===== src/rtl/game_tick_scheduler.sv =====
// Frame/move tick scheduler: one reload down-counter sequenced through IDLE/RUN/PAUSED,
// with a level-driven reload value that is handed over at the next period boundary while running.
module game_tick_scheduler #(
    parameter int unsigned WIDTH      = 26,
    parameter int unsigned LEVEL_W    = 4,
    parameter int unsigned BASE_DELAY = 833332,
    parameter int unsigned STEP       = 20000,
    parameter int unsigned MIN_DELAY  = 200000,
    parameter int unsigned DIV        = 4
) (
    input  logic               clk,
    input  logic               resetn,
    input  logic               start,
    input  logic               pause,
    input  logic               resume,
    input  logic               stop,
    input  logic               level_valid,
    input  logic [LEVEL_W-1:0] level,
    output logic               level_ready,
    output logic               tick,
    output logic               move,
    output logic [15:0]        tick_count,
    output logic [WIDTH-1:0]   cur_delay,
    output logic               busy,
    output logic [1:0]         state
);
    localparam int unsigned PROD_W = WIDTH + LEVEL_W;
    localparam int unsigned DIV_W  = (DIV > 1) ? $clog2(DIV) : 1;

    typedef enum logic [1:0] {
        IDLE   = 2'b00,
        RUN    = 2'b01,
        PAUSED = 2'b10
    } state_e;

    state_e             state_q, state_d;
    logic [WIDTH-1:0]   count_q, count_d;
    logic [WIDTH-1:0]   cur_delay_q, cur_delay_d;
    logic [WIDTH-1:0]   pend_delay_q, pend_delay_d;
    logic               pending_q, pending_d;
    logic               tick_q, tick_d;
    logic               move_q, move_d;
    logic [15:0]        tick_count_q, tick_count_d;
    logic [DIV_W-1:0]   div_q, div_d;

    logic [PROD_W-1:0]  level_prod;
    logic [PROD_W-1:0]  level_diff;
    logic [WIDTH-1:0]   eff_delay;
    logic               xfer;
    logic               advance;
    logic               reload;

    always_ff @(posedge clk) begin
        if (!resetn) begin
            state_q      <= IDLE;
            count_q      <= WIDTH'(BASE_DELAY);
            cur_delay_q  <= WIDTH'(BASE_DELAY);
            pend_delay_q <= '0;
            pending_q    <= 1'b0;
            tick_q       <= 1'b0;
            move_q       <= 1'b0;
            tick_count_q <= '0;
            div_q        <= '0;
        end else begin
            state_q      <= state_d;
            count_q      <= count_d;
            cur_delay_q  <= cur_delay_d;
            pend_delay_q <= pend_delay_d;
            pending_q    <= pending_d;
            tick_q       <= tick_d;
            move_q       <= move_d;
            tick_count_q <= tick_count_d;
            div_q        <= div_d;
        end
    end

    always_comb begin
        state_d = state_q;
        if (stop) begin
            state_d = IDLE;
        end else begin
            case (state_q)
                IDLE:    if (start)  state_d = RUN;
                RUN:     if (pause)  state_d = PAUSED;
                PAUSED:  if (resume) state_d = RUN;
                default: state_d = IDLE;
            endcase
        end
    end

    // Product is kept at full width so a large level can never wrap below BASE_DELAY.
    always_comb begin
        level_prod = PROD_W'(level) * PROD_W'(STEP);
        level_diff = PROD_W'(BASE_DELAY) - level_prod;
        if ((level_prod > PROD_W'(BASE_DELAY)) || (level_diff < PROD_W'(MIN_DELAY))) begin
            eff_delay = WIDTH'(MIN_DELAY);
        end else begin
            eff_delay = WIDTH'(level_diff);
        end
    end

    // The resume edge already counts as a running cycle, so the tick slips by exactly the PAUSED time.
    assign xfer    = level_valid && !pending_q;
    assign advance = !stop && (((state_q == RUN) && !pause) || ((state_q == PAUSED) && resume));
    assign reload  = advance && (count_q == '0);

    always_comb begin
        count_d      = count_q;
        cur_delay_d  = cur_delay_q;
        pend_delay_d = pend_delay_q;
        pending_d    = pending_q;
        tick_d       = 1'b0;
        move_d       = 1'b0;
        tick_count_d = tick_count_q;
        div_d        = div_q;

        if (stop) begin
            count_d = cur_delay_q;
            div_d   = '0;
        end else if ((state_q == IDLE) && start) begin
            count_d      = cur_delay_q;
            tick_count_d = '0;
            div_d        = '0;
        end else if (reload) begin
            if (pending_q) begin
                count_d     = pend_delay_q;
                cur_delay_d = pend_delay_q;
                pending_d   = 1'b0;
            end else begin
                count_d = cur_delay_q;
            end
            tick_d       = 1'b1;
            tick_count_d = tick_count_q + 16'd1;
            if (div_q == DIV_W'(DIV - 1)) begin
                div_d  = '0;
                move_d = 1'b1;
            end else begin
                div_d = div_q + 1'b1;
            end
        end else if (advance) begin
            count_d = count_q - 1'b1;
        end

        // A level taken while running waits for the next period boundary.
        if (xfer) begin
            if (state_q == RUN) begin
                pending_d    = 1'b1;
                pend_delay_d = eff_delay;
            end else begin
                cur_delay_d = eff_delay;
            end
        end
    end

    always_comb begin
        tick        = tick_q;
        move        = move_q;
        tick_count  = tick_count_q;
        cur_delay   = cur_delay_q;
        state       = state_q;
        busy        = (state_q != IDLE);
        level_ready = !pending_q;
    end

endmodule


===== config.mk =====
export PLATFORM = sky130hd
export DESIGN_NAME = game_tick_scheduler
export DESIGN_NICKNAME = d
export VERILOG_FILES = /design/src/rtl/game_tick_scheduler.sv
export SDC_FILE = /design/constraint.sdc
export NUM_CORES = 1
export LEC_CHECK = 0
export CAP_MARGIN = 20
export CORE_AREA = 4 4 127 153
export CTS_CLUSTER_DIAMETER = 30
export DETAILED_ROUTE_END_ITERATION = 6
export DIE_AREA = 0 0 131 157
export PLACE_DENSITY = 0.51
export RECOVER_POWER = 100
export SLEW_MARGIN = 20
export SYNTH_ARGS = -nofsm -noshare
export SYNTH_HDL_FRONTEND = slang
export SYNTH_SLANG_ARGS = --single-unit

===== constraint.sdc =====
create_clock -name clk -period 3.4 [get_ports clk]
set_input_delay 0.34 -clock clk [delete_from_list [all_inputs] [get_ports clk]]
set_output_delay 0.34 -clock clk [all_outputs]
set_load 0.05 [all_outputs]

==> results.toml <==
[status]
status = "finished clean"

[power]
p_leak_nw = 2.73
peakVddDrop_mv = 0.254
total_power_mw = 3.03
p_per_area_nw_per_um2 = 440

[floorplan]
ioPinCount = 59
dieArea_um2 = 20600
placementRows = 54
fp.dieH_um = 157
core-area_um2 = 18000
die_w_um = 131
start_util_pct = 29.5

[logic_synthesis]
async_flop_share_pct = 0
synth.cell_area_um2 = 5320
yosysUniqueCellTypes = 78
ys_seq_area_share_pct = 34.3
ys.flop_type = "dfxtp_1"
synth_seq_cells = 91
synth_edf_count = 0
ys_warn_count = 0
avgSynthCellArea_um2 = 8.08
syn_nets = 691
syn-instance-count = 658

[clocking]
clock-sinks = 91
cts_buffers = 9
clockBufferDepth = 2
clock_tree.root_cell = "clkbuf_16"
cts_hold_buf = 0
cts.clk_slew.worst_paths_ps = 70
h-tree-depth = 3
clk_latency_ps = 340
tritoncts = "built"

[finish]
fill_cells = 1868
final_nets = 785
final_area_um2 = 6900
post-route-util_pct = 38.3
area.growth.synth_to_final_pct = 29.8
drive_above_1_share_pct = 15.1

[critical_path]
critPathLaunchType = "input pin"
required_ps = 3610
ff2ff_path_depth = 9
setup.worst_path.end_class = "flop"
critPathMaxFanout = 4
arrival_ps = 3490
crit_type = "in2reg"

[min_path]
min_path_cells = 2
hold_path.class = "reg2reg"

[drt]
postRouteAntennaNets = 0
drt-pass1-iter-count = 5
wl_um = 18100
drt_iter0_drc = 414
routedWlPerCell_um = 18.5
drc = 0
vias = 5450
via_per_inst = 5.55

[placement]
place.gp.congestion = 0.867
hpwl_um = 13400
placed_area_um2 = 6500
port_buffers = 58

[timing]
hold_viol_final = 0
post-route-period-util_pct = 96.5
slew_headroom_pct = 44.3
setup_viol_count_final = 0
slew_viol_final = 0
rsz0062_at_grt = "false"
whs_ps = 475
fmax_mhz = 305
finalClockSkew_ps = 7.51
worst-slew-pin-transition_ps = 833
layout_min_cycle_time_ps = 3280

[grt]
use_met1_pct = 21.2
grt_start_max_net_pins = 25
antenna_found_initial = 0
grt_pass1_wl_um = 28600
met2_usage_pct = 31.4
grt_pass1_vias = 5254
busiest_layer = "met2"
gr-total-overflow = 0
grt_use_total_pct = 17.6
gr-usage-met3_pct = 2.65

[job]
cap_violations = 0
==> layout make-up <==
class                           count  area, um2  share of cell area [%]
Antenna cell                        1       2.50                  0.0363
Sequential cell                    91       1820                    26.4
Multi-Input combinational cell    509       3340                    48.4
Inverter                           21       82.6                    1.20
Tap cell                          224        280                    4.06
Clock inverter                      5       85.1                    1.23
Timing Repair Buffer              120       1030                    15.0
Clock buffer                       11        253                    3.66
==> worst max-delay path, cell delays in order <==
cell and delay, ps:
dlygate4sd2_1 250, clkinvlp_4 120, fa_1 540, inv_1 70, ha_4 240, ha_1 280, a211o_1 340, and3_4 210
o31a_1 310, and3_4 190, clkbuf_2 140, a2111oi_2 370, nor4b_1 100
==> placed cells by master (no fill, tap or decap), types with 13 or more instances in the layout <==
master and n:
ha_1 18, nor3_1 26, o21ai_0 42, nor2_1 66
nand2_1 51, dfxtp_1 91, xnor2_1 13, nand3_1 23
and3_1 17, inv_1 17, dlygate4sd3_1 48, buf_4 53
a21oi_1 46
==> cells in the mapped netlist (all sizes together) (8+ instances only) <==
library cell / count / area [um2]
nor3: 26 / 130
nand4: 10 / 62.6
a221oi: 9 / 78.8
and2: 11 / 68.8
inv: 21 / 78.8
nand2: 52 / 203
dfxtp: 91 / 1820
nand3: 23 / 115
a21oi: 48 / 252
nor2: 67 / 254
ha: 19 / 238
and3: 19 / 119
buf: 9 / 53.8
xor2: 9 / 78.8
or2: 8 / 50.1
xnor2: 13 / 114
clkbuf: 28 / 105
mux2i: 8 / 80.1
a31oi: 12 / 75.1
nor4: 10 / 75.1
a211oi: 12 / 90.1
o22ai: 8 / 50.1
o21ai: 42 / 214
==> sequential cells by signal (all words and copies together) (netlist names) <==
signal,count
tick,1
div_q,2
count_q,26
pend_delay_q,16
state,2
tick_count,16
pending_q,1
move,1
cur_delay,26
==> timing repair <==
action | CTS | global route
resized for setup | 14 | 6
setup buffers | 0 | 2
hold endpoints to repair | 0 | 0
pin swaps | 4 | 5
setup endpoints to repair | 28 | 22
==> where the power goes <==
group / leakage [nW] / internal (mW) / switching (mW)
Clock: 0.162 / 0.687 / 0.433
Combinational: 1.82 / 0.306 / 0.431
Sequential: 0.741 / 1.12 / 0.0597
==> cells by family (layout without fill, tap and decap cells) <==
logic type               Yosys count  in the layout  synth area share (%)
flip-flops                        91             91                  34.3
other                              0              1                     0
XOR/XNOR                          22             22                  3.62
multiplexers                      13             13                  2.71
AO/OA/AOI/OAI                    190            190                  23.9
adder cells (fa/ha/maj)           22             22                  5.60
AND/OR/NAND/NOR                  262            262                  25.4
buffers and inverters             58            157                  4.47
==> metal layers <==
layer | wire, um | up-vias
met4 | 484 | 0
met2 | 9150 | 154
met3 | 747 | 33
met1 | 7750 | 2631
li1 | - | 2632
met5 | 0 | -
==> final timing paths <==
kind,startpoint,to,slack [ps]
hold reg to reg,div_q[1],div_q[1],470
setup / recovery,level[1],cur_delay[16],120
hold / removal,div_q[1],div_q[1],470
setup reg to reg,count_q[0],tick_count[11],220
==> through the flow <==
stage               std cells  setup TNS, ps  setup WS (ps)
floorplan                 658              0           2.61
detailed placement        963         -15960           -712
CTS                       979              0           8.35
global route              981              0           5.35
global placement          963         -13830           -681
finish                    982              0            117
No activity file was read; power rests on OpenSTA's default activity.
